--- src/rtl/mem_access_if.sv ---
// Data-memory request/ack port between the mem_access stage and the data RAM.
// The stage is the master: it holds a registered request until the one-cycle ack.
interface mem_access_if;
  logic        dram_req;
  logic        dram_we;
  logic [31:0] dram_addr;
  logic [3:0]  dram_wstrb;
  logic [31:0] dram_wdata;
  logic        dram_ack;
  logic [31:0] dram_rdata;

  modport master (
    output dram_req,
    output dram_we,
    output dram_addr,
    output dram_wstrb,
    output dram_wdata,
    input  dram_ack,
    input  dram_rdata
  );

  modport slave (
    input  dram_req,
    input  dram_we,
    input  dram_addr,
    input  dram_wstrb,
    input  dram_wdata,
    output dram_ack,
    output dram_rdata
  );
endinterface

--- src/rtl/mem_access.sv ---
// Memory-access stage: load/store/LL/SC over a req/ack data port with pipeline pause.
// Define MEM_LLSC_EN to enable LL_W/SC_W; otherwise they decode as NONE.
module mem_access (
  input  logic         clk,
  input  logic         rst,
  input  logic [5:0]   pause,
  input  logic         in_valid,
  input  logic [3:0]   mem_op,
  input  logic [31:0]  mem_addr,
  input  logic [31:0]  mem_store_data,
  input  logic [31:0]  ex_reg_write_data,
  input  logic [4:0]   ex_reg_write_addr,
  input  logic         ex_reg_write_en,
  input  logic         LLbit_i,
  mem_access_if.master dram,
  output logic         pause_request,
  output logic         align_error,
  output logic [31:0]  mem_reg_write_data,
  output logic [4:0]   mem_reg_write_addr,
  output logic         mem_reg_write_en,
  output logic         mem_LLbit_write_en,
  output logic         mem_LLbit_write_data
);

  localparam logic [3:0] OP_LDB  = 4'h1;
  localparam logic [3:0] OP_LDH  = 4'h2;
  localparam logic [3:0] OP_LDW  = 4'h3;
  localparam logic [3:0] OP_LDBU = 4'h4;
  localparam logic [3:0] OP_LDHU = 4'h5;
  localparam logic [3:0] OP_STB  = 4'h6;
  localparam logic [3:0] OP_STH  = 4'h7;
  localparam logic [3:0] OP_STW  = 4'h8;
  localparam logic [3:0] OP_LLW  = 4'h9;
  localparam logic [3:0] OP_SCW  = 4'hA;

  localparam logic [1:0] SZ_B = 2'd0;
  localparam logic [1:0] SZ_H = 2'd1;
  localparam logic [1:0] SZ_W = 2'd2;

  typedef enum logic [1:0] {
    IDLE = 2'd0,
    BUSY = 2'd1,
    DONE = 2'd2
  } state_t;

  state_t state, state_nxt;

  logic       ld, st, ll, sc, sx;
  logic [1:0] sz;
  logic       mis, misalign, start, sc_fail;

  logic       ld_q, st_q, ll_q, sc_q, sx_q;
  logic [1:0] sz_q;
  logic [1:0] off_q;
  logic [4:0] rd_q;
  logic [31:0] rdata_q;

  logic [31:0] shifted;
  logic [7:0]  lane_b;
  logic [15:0] lane_h;
  logic [31:0] ld_data;

  logic [3:0]  wstrb_nxt;
  logic [31:0] wdata_nxt;

  logic unused_pause;
  assign unused_pause = ^{pause[5], pause[3:0]};

  always_comb begin
    ld = 1'b0;
    st = 1'b0;
    ll = 1'b0;
    sc = 1'b0;
    sx = 1'b0;
    sz = SZ_W;
    unique case (1'b1)
      (mem_op == OP_LDB):  begin ld = 1'b1; sz = SZ_B; sx = 1'b1; end
      (mem_op == OP_LDH):  begin ld = 1'b1; sz = SZ_H; sx = 1'b1; end
      (mem_op == OP_LDW):  begin ld = 1'b1; sz = SZ_W; end
      (mem_op == OP_LDBU): begin ld = 1'b1; sz = SZ_B; end
      (mem_op == OP_LDHU): begin ld = 1'b1; sz = SZ_H; end
      (mem_op == OP_STB):  begin st = 1'b1; sz = SZ_B; end
      (mem_op == OP_STH):  begin st = 1'b1; sz = SZ_H; end
      (mem_op == OP_STW):  begin st = 1'b1; sz = SZ_W; end
`ifdef MEM_LLSC_EN
      (mem_op == OP_LLW):  ll = 1'b1;
      (mem_op == OP_SCW):  sc = 1'b1;
`endif
      default: ;
    endcase
  end

  assign mis = ((sz == SZ_H) && mem_addr[0])
            || ((sz == SZ_W) && (mem_addr[1:0] != 2'b00));

  assign misalign = in_valid && (ld || st || ll || sc) && mis;
  assign start    = (state == IDLE) && in_valid && !mis
                 && (ld || st || ll || (sc && LLbit_i));
  assign sc_fail  = in_valid && sc && !LLbit_i && !mis;

  always_comb begin
    wstrb_nxt = 4'b1111;
    wdata_nxt = mem_store_data;
    unique case (sz)
      SZ_B: begin
        wstrb_nxt = 4'b0001 << mem_addr[1:0];
        wdata_nxt = {4{mem_store_data[7:0]}};
      end
      SZ_H: begin
        wstrb_nxt = mem_addr[1] ? 4'b1100 : 4'b0011;
        wdata_nxt = {2{mem_store_data[15:0]}};
      end
      default: ;
    endcase
  end

  always_ff @(posedge clk) begin
    if (rst) state <= IDLE;
    else     state <= state_nxt;
  end

  always_comb begin
    state_nxt = state;
    unique case (state)
      IDLE:    if (start) state_nxt = BUSY;
      BUSY:    if (dram.dram_ack) state_nxt = DONE;
      DONE:    if (!pause[4]) state_nxt = IDLE;
      default: state_nxt = IDLE;
    endcase
  end

  // Request fields are loaded once at issue and held until the ack.
  always_ff @(posedge clk) begin
    if (rst) begin
      dram.dram_req   <= 1'b0;
      dram.dram_we    <= 1'b0;
      dram.dram_addr  <= '0;
      dram.dram_wstrb <= '0;
      dram.dram_wdata <= '0;
      ld_q    <= 1'b0;
      st_q    <= 1'b0;
      ll_q    <= 1'b0;
      sc_q    <= 1'b0;
      sx_q    <= 1'b0;
      sz_q    <= SZ_W;
      off_q   <= '0;
      rd_q    <= '0;
      rdata_q <= '0;
    end else if (start) begin
      dram.dram_req   <= 1'b1;
      dram.dram_we    <= st || sc;
      dram.dram_addr  <= {mem_addr[31:2], 2'b00};
      dram.dram_wstrb <= (st || sc) ? wstrb_nxt : 4'b0000;
      dram.dram_wdata <= (st || sc) ? wdata_nxt : 32'd0;
      ld_q  <= ld;
      st_q  <= st;
      ll_q  <= ll;
      sc_q  <= sc;
      sx_q  <= sx;
      sz_q  <= sz;
      off_q <= mem_addr[1:0];
      rd_q  <= ex_reg_write_addr;
    end else if ((state == BUSY) && dram.dram_ack) begin
      dram.dram_req <= 1'b0;
      rdata_q       <= dram.dram_rdata;
    end
  end

  assign shifted = rdata_q >> {off_q, 3'b000};
  assign lane_b  = shifted[7:0];
  assign lane_h  = off_q[1] ? rdata_q[31:16] : rdata_q[15:0];

  always_comb begin
    ld_data = rdata_q;
    unique case (sz_q)
      SZ_B:    ld_data = sx_q ? {{24{lane_b[7]}}, lane_b} : {24'd0, lane_b};
      SZ_H:    ld_data = sx_q ? {{16{lane_h[15]}}, lane_h} : {16'd0, lane_h};
      default: ld_data = rdata_q;
    endcase
  end

  always_comb begin
    pause_request        = 1'b0;
    align_error          = 1'b0;
    mem_reg_write_data   = ex_reg_write_data;
    mem_reg_write_addr   = ex_reg_write_addr;
    mem_reg_write_en     = ex_reg_write_en;
    mem_LLbit_write_en   = 1'b0;
    mem_LLbit_write_data = 1'b0;
    unique case (state)
      IDLE: begin
        if (misalign) begin
          align_error      = 1'b1;
          mem_reg_write_en = 1'b0;
        end else if (start) begin
          pause_request    = 1'b1;
          mem_reg_write_en = 1'b0;
        end else if (sc_fail) begin
          mem_reg_write_data = 32'd0;
          mem_reg_write_en   = 1'b1;
`ifdef MEM_LLSC_EN
          mem_LLbit_write_en = 1'b1;
`endif
        end
      end
      BUSY: begin
        pause_request    = 1'b1;
        mem_reg_write_en = 1'b0;
      end
      DONE: begin
        mem_reg_write_data = sc_q ? 32'd1 : ld_data;
        mem_reg_write_addr = rd_q;
        mem_reg_write_en   = ld_q || ll_q || sc_q;
`ifdef MEM_LLSC_EN
        mem_LLbit_write_en   = ll_q || sc_q;
        mem_LLbit_write_data = ll_q;
`endif
      end
      default: ;
    endcase
  end

  logic unused_st_q;
  assign unused_st_q = st_q;

endmodule

--- src/flat_wrapper.sv ---
// flat-port wrapper written by rule: the top's interface ports become plain ports
module mem_access_flat 
  (clk, rst, pause, in_valid, mem_op, mem_addr, mem_store_data, ex_reg_write_data, ex_reg_write_addr, ex_reg_write_en, LLbit_i, pause_request, align_error, mem_reg_write_data, mem_reg_write_addr, mem_reg_write_en, mem_LLbit_write_en, mem_LLbit_write_data, dram_dram_req, dram_dram_we, dram_dram_addr, dram_dram_wstrb, dram_dram_wdata, dram_dram_ack, dram_dram_rdata);
  mem_access_if dram_i ();
  input  logic clk;
  input  logic rst;
  input  logic [5:0] pause;
  input  logic in_valid;
  input  logic [3:0] mem_op;
  input  logic [31:0] mem_addr;
  input  logic [31:0] mem_store_data;
  input  logic [31:0] ex_reg_write_data;
  input  logic [4:0] ex_reg_write_addr;
  input  logic ex_reg_write_en;
  input  logic LLbit_i;
  output logic pause_request;
  output logic align_error;
  output logic [31:0] mem_reg_write_data;
  output logic [4:0] mem_reg_write_addr;
  output logic mem_reg_write_en;
  output logic mem_LLbit_write_en;
  output logic mem_LLbit_write_data;
  output wire logic [$bits(dram_i.dram_req)-1:0] dram_dram_req;
  output wire logic [$bits(dram_i.dram_we)-1:0] dram_dram_we;
  output wire logic [$bits(dram_i.dram_addr)-1:0] dram_dram_addr;
  output wire logic [$bits(dram_i.dram_wstrb)-1:0] dram_dram_wstrb;
  output wire logic [$bits(dram_i.dram_wdata)-1:0] dram_dram_wdata;
  input wire logic [$bits(dram_i.dram_ack)-1:0] dram_dram_ack;
  input wire logic [$bits(dram_i.dram_rdata)-1:0] dram_dram_rdata;
  assign dram_dram_req = dram_i.dram_req;
  assign dram_dram_we = dram_i.dram_we;
  assign dram_dram_addr = dram_i.dram_addr;
  assign dram_dram_wstrb = dram_i.dram_wstrb;
  assign dram_dram_wdata = dram_i.dram_wdata;
  assign dram_i.dram_ack = dram_dram_ack;
  assign dram_i.dram_rdata = dram_dram_rdata;
  mem_access u_core (.clk(clk), .rst(rst), .pause(pause), .in_valid(in_valid), .mem_op(mem_op), .mem_addr(mem_addr), .mem_store_data(mem_store_data), .ex_reg_write_data(ex_reg_write_data), .ex_reg_write_addr(ex_reg_write_addr), .ex_reg_write_en(ex_reg_write_en), .LLbit_i(LLbit_i), .dram(dram_i), .pause_request(pause_request), .align_error(align_error), .mem_reg_write_data(mem_reg_write_data), .mem_reg_write_addr(mem_reg_write_addr), .mem_reg_write_en(mem_reg_write_en), .mem_LLbit_write_en(mem_LLbit_write_en), .mem_LLbit_write_data(mem_LLbit_write_data));
endmodule
--- config.mk ---
export PLATFORM = sky130hd
export DESIGN_NAME = mem_access_flat
export DESIGN_NICKNAME = d
export VERILOG_FILES = /design/src/rtl/mem_access_if.sv /design/src/rtl/mem_access.sv /design/src/flat_wrapper.sv
export SDC_FILE = /design/constraint.sdc
export NUM_CORES = 1
export LEC_CHECK = 0
export ABC_AREA = 1
export CAP_MARGIN = 5
export CORE_MARGIN = 2
export CORE_UTILIZATION = 26
export DETAILED_ROUTE_END_ITERATION = 6
export PLACE_DENSITY = 0.56
export SETUP_SLACK_MARGIN = 0.5
export SLEW_MARGIN = 20
export SYNTH_ARGS = -nofsm -noshare
export SYNTH_HDL_FRONTEND = slang
export SYNTH_SLANG_ARGS = --single-unit
--- constraint.sdc ---
create_clock -name clk -period 3.85 [get_ports clk]
set_clock_uncertainty 0.05 [all_clocks]
set_input_delay 0.9625 -clock clk [delete_from_list [all_inputs] [get_ports clk]]
set_output_delay 0.9625 -clock clk [all_outputs]
set_load 0.05 [all_outputs]
==> results.md, run 1 <==
* Status: completed
* Cells along the critical path: clkdlybuf4s50_1 -> inv_1 -> nand2_1 -> nand2_2 -> nor4_4 -> buf_6
* Clock transition at the registers of the reported paths at 60 ps
* Setup crit start kind: primary input
* Buf+Inv Stages, Crit Path at 3
* Minimum clock period at 3248 ps
* Slew @ Worst Pin at about 700 ps
* Synth Area per Inst at between 6 and 7 sq um
* Initial drt markers at 291
* Clock Latency Late Sink at 410 ps
* Worst VDD drop at ~0.3 mV
* Routed WL per cell at 15.01 microns
* Max FO, Critical Path at 4
* Antenna violations before repair at 0
* Flop pwr share at 0.352
* Setup violations, final at 0
* Most frequent cell after synthesis: nand2_1
* Commonest cells post-synth: nand2_1, nor2_1, a21oi_1
* Die Y at between 150 and 200 microns
* Most used flip-flop cell after synthesis: dfxtp_1
* Area delta synth->final at 58.59%
* Clock Root Buffer: clkbuf_16
* Clk network pwr share at 0.438
* Dpl hpwl at approximately 15000 microns
* Row count at 54
* DRC Markers at 0
* Synth cell types at 30
* Final-stage net count at 1265
* WP data arrival at around 2200 ps
* Sequential area share after synthesis at 0.3978
* Via density at roughly 4.6
* Die ar. at between 0.02 and 0.025 sq mm
* Pwr per Cell Area at a little under 400 mW/mm^2
* CP startpoint: mem_addr[0]
* Total wire length at roughly 21000 microns
* Yosys top cell area share at 0.3978
* DRT Pass-1 Iters at 5
* Max_cap viols at 0
* Core Region at 0.02162 sq mm
* Reg2reg end: u_core.dram.dram_wdata[17]$_SDFFE_PP0P_
* Largest net degree at the start of global routing at 82
* Total grt overflow at 0
* H-tree depth at 4
* Switching share of power at 0.3130
* First-pass GRT wire length at approximately 34000 microns
* Synth area leaders: dfxtp_1, nand2_1, a21oi_1
* Mapped Area at 0.005687 sq mm
* R2r startpoint: u_core.state[0]$_SDFFE_PP0P_
* CP peak stage delay at approximately 520 ps
* Worst min path class: reg -> reg
* Final setup TNS at 0 ps
* RSZ-0062 raised after global routing: no
* Delay-heaviest family, CP: buffers and inverters
* Peak Freq at about 310 MHz
* Static leakage at 0.003579 uW
* Share of layout cells above drive strength 1 at 0.1045
* WP data required at 2840 ps
* CTS Hold Buffers Added at 0
* Setup WS pre-CTS at about 190 ps
* Die width at around 150 microns
* Initial Utilization at 0.2630
* Slew Limit Fails at 0
* Vias in the first global route at about 6200
* Worst relative slew slack at 0.5464
* Final antenna-violating net count at 0
* Worst setup margin at 602.2 ps
* Yosys reg bits at about 110
* Reg2Reg Setup Slack at approximately 1900 ps
* Overall Global Routing Usage at 0.1807
* N_diodes at 0
* Gpl congestion at about 0.82
* CP endpoint: align_error
* Total CTS buffers at 17
* CTS tree: done
* Clock buffer depth at 2
* Slowest CP cell: clkdlybuf4s50_1
* Ys async rst share at 0
* Internal power at 2411 uW
* Clock tree sinks at between 100 and 150
* Sw power at 1098 uW
* Setup crit end kind: output pin
* Final period util at 0.8436
* Combinational power share at 0.211
* Final hold viol count at 0
* Synth warn at 0
* Cell taking the most area after synthesis: dfxtp_1
* Reg2reg path depth at 7
* I/O pins at about 260
* # port buffers at 250
* Number of synthesized flops with an enable pin at 0
* CP Depth at 6
* Via Count at between 6000 and 7000
* Mapped Cells at 884
* Setup CP Type: in -> out
-- worst min-delay path by stage --
stage,slack (ps),to,cells after the start,startpoint
finish,400,u_core.ld_q$_SDFFE_PP0P_,2,u_core.ld_q$_SDFFE_PP0P_
global route,440,u_core.dram.dram_wdata[27]$_SDFFE_PP0P_,2,u_core.dram.dram_wdata[27]$_SDFFE_PP0P_
CTS,410,u_core.ld_q$_SDFFE_PP0P_,2,u_core.ld_q$_SDFFE_PP0P_
detailed placement,400,u_core.ld_q$_SDFFE_PP0P_,2,u_core.ld_q$_SDFFE_PP0P_
global placement,390,u_core.ld_q$_SDFFE_PP0P_,2,u_core.ld_q$_SDFFE_PP0P_
floorplan,380,u_core.ld_q$_SDFFE_PP0P_,2,u_core.ld_q$_SDFFE_PP0P_
-- logic make-up (layout without fill, tap and decap cells) --
logic type | after synthesis | count (layout) | synth area share
AO/OA/AOI/OAI | 239 | 239 | 0.2202
buffers and inverters | 138 | 380 | 0.1021
flip-flops | 113 | 113 | 0.3978
other | 1 | 4 | 0.0006594
AND/OR/NAND/NOR | 393 | 393 | 0.2792
-- layout make-up --
class,count,area [sq um]
fillers,2323,12600
multi-input cells,636,2905
repair buffers,273,2639
flip-flops and latches,113,2263
clock buffers,17,425.4
well taps,280,350.3
inverters,75,286.5
clock inverters,15,148.9
-- routing by layer --
| layer | vias up | track usage | wire [microns] |
|---|---|---|---|
| met3 | 11 | 0.07501 | 1868 |
| met4 | 0 | 0.04228 | 201 |
| li1 | 3329 | - | - |
| met1 | 2906 | 0.2270 | 9473 |
| met5 | - | 0 | 0 |
| met2 | 227 | 0.2891 | 9610 |
-- layout by cell type (no fill, tap or decap), types with 2 or more instances in the layout --
master           count
nor2_1             137
clkbuf_16           17
clkinv_2             2
inv_1               69
nand2_2              2
clkdlybuf4s50_1    204
nand4_1              9
nand2_4              2
buf_12               5
o211ai_1             8
o221ai_1             7
clkinv_4             4
buf_6                2
inv_6                6
nand3_1             29
clkinvlp_4           3
nand3_4              2
conb_1               4
nand2_1            205
a21oi_1            132
nor2_2               3
buf_4               56
dfxtp_1            112
o21ai_0             85
inv_2                4
dlygate4sd2_1        3
-- through the flow --
stage	std cells	hold slack [ps]	utilization	area (sq um)	total power, uW
after floorplan	887	377.3	-	5713	1678
after global placement	1373	392.6	0.3873	8374	1993
after detailed placement	1373	397.4	0.3873	8374	1995
after CTS	1407	406.7	0.4152	8977	3563
after global routing	1409	439.1	0.4171	9019	3683
final	1409	402.7	0.4171	9019	3509
-- flip-flops by register name (all words and copies together) (netlist names) --
name and flops:
u_core.dram.dram_addr 30, u_core.ld_q 1, u_core.dram.dram_wstrb 4, u_core.dram.dram_req 1, u_core.sz_q 2, u_core.sx_q 1
u_core.off_q 2, u_core.state 2, u_core.rdata_q 32, u_core.dram.dram_we 1, u_core.rd_q 5, u_core.dram.dram_wdata 32
-- power by group through the flow --
stage               clock (uW)  combinational (uW)  sequential [uW]
finish                    1540                 739             1230
global route              1650                 796             1240
global placement             0                 736             1260
floorplan                    0                 343             1330
detailed placement           0                 736             1260
CTS                       1590                 742             1230
-- what timing repair did --
item,in CTS,in global routing
pin swaps,2,0
setup buffers,2,2
setup endpoints to repair,40,28
gates resized for setup,12,7
-- tightest hold or removal path: stages (launching register included) --
cell and delay [ps]:
dfxtp_1 300, inv_1 60, a21oi_1 50
(Power assumes the default switching activity.)
==> inputs of run 2 (changes only) <==
clock period = 3.32 ns   (was 3.85 ns; I/O delays follow)
==> run 2 against run 1 <==
  * Critical path depth is 4 higher
  * Non-clock buffer count grew 28
  * Hold slack improved by 10 ps
  * Setup slack lost 110 ps
  * Via count rose by 2.9%
  * First-iteration DRC count shrank 9.6%
  * Combinational power up 22%
==> results.md, run 2 (synthesis gave the netlist of run 1 again) <==
* Antenna violations before repair at 1
* H-tree depth at 4
* Clock tree sinks at 113
* Reg2reg end: u_core.dram.dram_addr[6]$_SDFFE_PP0P_
* Clock Latency Late Sink at between 400 and 500 ps
* CTS tree: done
* Final-stage net count at 1293
* Reg2reg path depth at 8
* Hold WS at roughly 410 ps
* DRC Markers at 0
* Reg2Reg Setup Slack at 1510 ps
* R2r startpoint: u_core.state[1]$_SDFFE_PP0P_
* Total CTS buffers at 17
* Overall Global Routing Usage at 0.1818
* Commonest non-fill, non-tap cell in the layout: clkdlybuf4s50_1
* Row count at 54
* WP data required at 2440 ps
* Biggest regs: u_core.dram.dram_wdata: 32 flops, u_core.rdata_q: 32 flops, u_core.dram.dram_addr: 30 flops
* Static leakage at 0.003801 uW
* I/O pins at 261
* Minimum clock period at approximately 2800 ps
* Worst VDD drop at about 0.34 mV
* Share of layout cells above drive strength 1 at 0.1478
* Clock buffer depth at 2
* # port buffers at between 200 and 300
* Setup CP Type: reg -> out
* CTS Hold Buffers Added at 0
* Gpl congestion at around 0.81
* N_diodes at 0
* Via Count at approximately 6700
* Total grt overflow at 0
* Total power at 4354 uW
* Initial Utilization at 0.2630
* Final period util at 0.8515
* Die width at 151.9 microns
* Worst min path class: reg -> reg
* RSZ-0062 raised after global routing: yes
* Fillers at between 2000 and 2500
* Clock transition at the registers of the reported paths at about 60 ps
* Dpl hpwl at ~15000 microns
* WP data arrival at 1950 ps
* Setup violations, final at 0
* Slew @ Worst Pin at 671.0 ps
* Peak Freq at roughly 350 MHz
* Clock Root Buffer: clkbuf_16
* Setup crit end kind: output pin
* Final antenna-violating net count at 0
* Routed WL per cell at approximately 15 microns
* Die ar. at between 0.02 and 0.025 sq mm
* Pwr per Cell Area at 461.2 mW/mm^2
* First-pass GRT wire length at between 30000 and 40000 microns
* Die Y at 151.9 microns
* Total wire length at about 21000 microns
* Max FO, Critical Path at 16
* Max_cap viols at 0
* Core Region at about 0.022 sq mm
* CP startpoint: u_core.sz_q[1]$_SDFFE_PP1P_
* Final setup TNS at 0 ps
* Vias in the first global route at between 6000 and 7000
* Slew Limit Fails at 0
* Initial drt markers at between 200 and 300
* Via density at 4.637
* CP endpoint: mem_reg_write_data[27]
* Setup crit start kind: flop
* Final hold viol count at 0
* Area delta synth->final at 66.03%
* Largest net degree at the start of global routing at ~80
* DRT Pass-1 Iters at 5
* Worst relative slew slack at 0.5526
* Status: completed
* Most frequent cells in the layout: clkdlybuf4s50_1, nand2_1, nor2_1, a21oi_1, dfxtp_1
-- run 2: changes by cell type in the layout (fill, tap and decap cells not counted), moves of 4 or more --
cell and delta:
buf_4 +22, buf_6 +8, inv_1 -5, a21oi_1 -4, dfxtp_1 -4, nand2_1 -4
-- run 2: critical path: stages (launching register included) --
cell	delay (ps)
dfxtp_1	350
inv_2	70
buf_6	120
nand2_1	50
nor2_1	40
nand2_1	110
o21ai_4	80
o211ai_1	210
buf_6	220
a21oi_1	90
buf_4	200
-- run 2: report_power, final --
group          total (uW)  internal, uW  switching, uW
combinational         899           371            529
sequential           1430          1400           28.3
clock                2030          1280            743
total                4350          3050           1300
-- run 2: worst min-delay path by stage --
| stage | startpoint | to | slack, ps | cells after the start |
|---|---|---|---|---|
| after floorplan | u_core.ld_q$_SDFFE_PP0P_ | u_core.ld_q$_SDFFE_PP0P_ | 380 | 2 |
| after global placement | u_core.ld_q$_SDFFE_PP0P_ | u_core.ld_q$_SDFFE_PP0P_ | 390 | 2 |
| after detailed placement | u_core.dram.dram_wdata[30]$_SDFFE_PP0P_ | u_core.dram.dram_wdata[30]$_SDFFE_PP0P_ | 410 | 2 |
| after CTS | u_core.dram.dram_wdata[30]$_SDFFE_PP0P_ | u_core.dram.dram_wdata[30]$_SDFFE_PP0P_ | 420 | 2 |
| after global routing | u_core.rdata_q[5]$_SDFFE_PP0P_ | u_core.rdata_q[5]$_SDFFE_PP0P_ | 430 | 2 |
| final | u_core.dram.dram_wdata[9]$_SDFFE_PP0P_ | u_core.dram.dram_wdata[9]$_SDFFE_PP0P_ | 410 | 2 |
-- run 2: per-stage QoR --
| stage | worst slack [ps] | cells | utilization | instance area [sq um] |
|---|---|---|---|---|
| 2_1_floorplan | 306.9 | 887 | - | 5728 |
| 3_3_place_gp | 71.62 | 1380 | 0.3900 | 8432 |
| 3_5_place_dp | 68.32 | 1380 | 0.3900 | 8432 |
| 4_1_cts | 485.3 | 1433 | 0.4315 | 9329 |
| 5_1_grt | 388.2 | 1437 | 0.4367 | 9442 |
| 6_report | 493.0 | 1437 | 0.4367 | 9442 |
-- run 2: area by class of cell --
| class | count | area, sq um | share of cell area |
|---|---|---|---|
| clock buffer | 17 | 425.4 | 0.04506 |
| clock inverter | 15 | 219.0 | 0.02319 |
| multi-input combinational | 636 | 3000 | 0.3178 |
| sequential | 113 | 2273 | 0.2408 |
| inverter | 75 | 290.3 | 0.03074 |
| tap | 280 | 350.3 | 0.03711 |
| timing repair buffer | 301 | 2883 | 0.3053 |
-- run 2: timing repair --
| action | CTS | global route |
|---|---|---|
| resized for setup | 53 | 36 |
| buffers inserted | 21 | 4 |
| endpoints found under the setup margin | 40 | 35 |
| pin swaps | 7 | 10 |
-- run 2: layer usage --
| metal | up-vias | share of wire | track usage |
|---|---|---|---|
| li1 | 3381 | - | - |
| met5 | - | 0.00061 | 0 |
| met4 | 2 | 0.015 | 0.05385 |
| met2 | 253 | 0.45 | 0.2937 |
| met1 | 3001 | 0.44 | 0.2273 |
| met3 | 26 | 0.091 | 0.06617 |
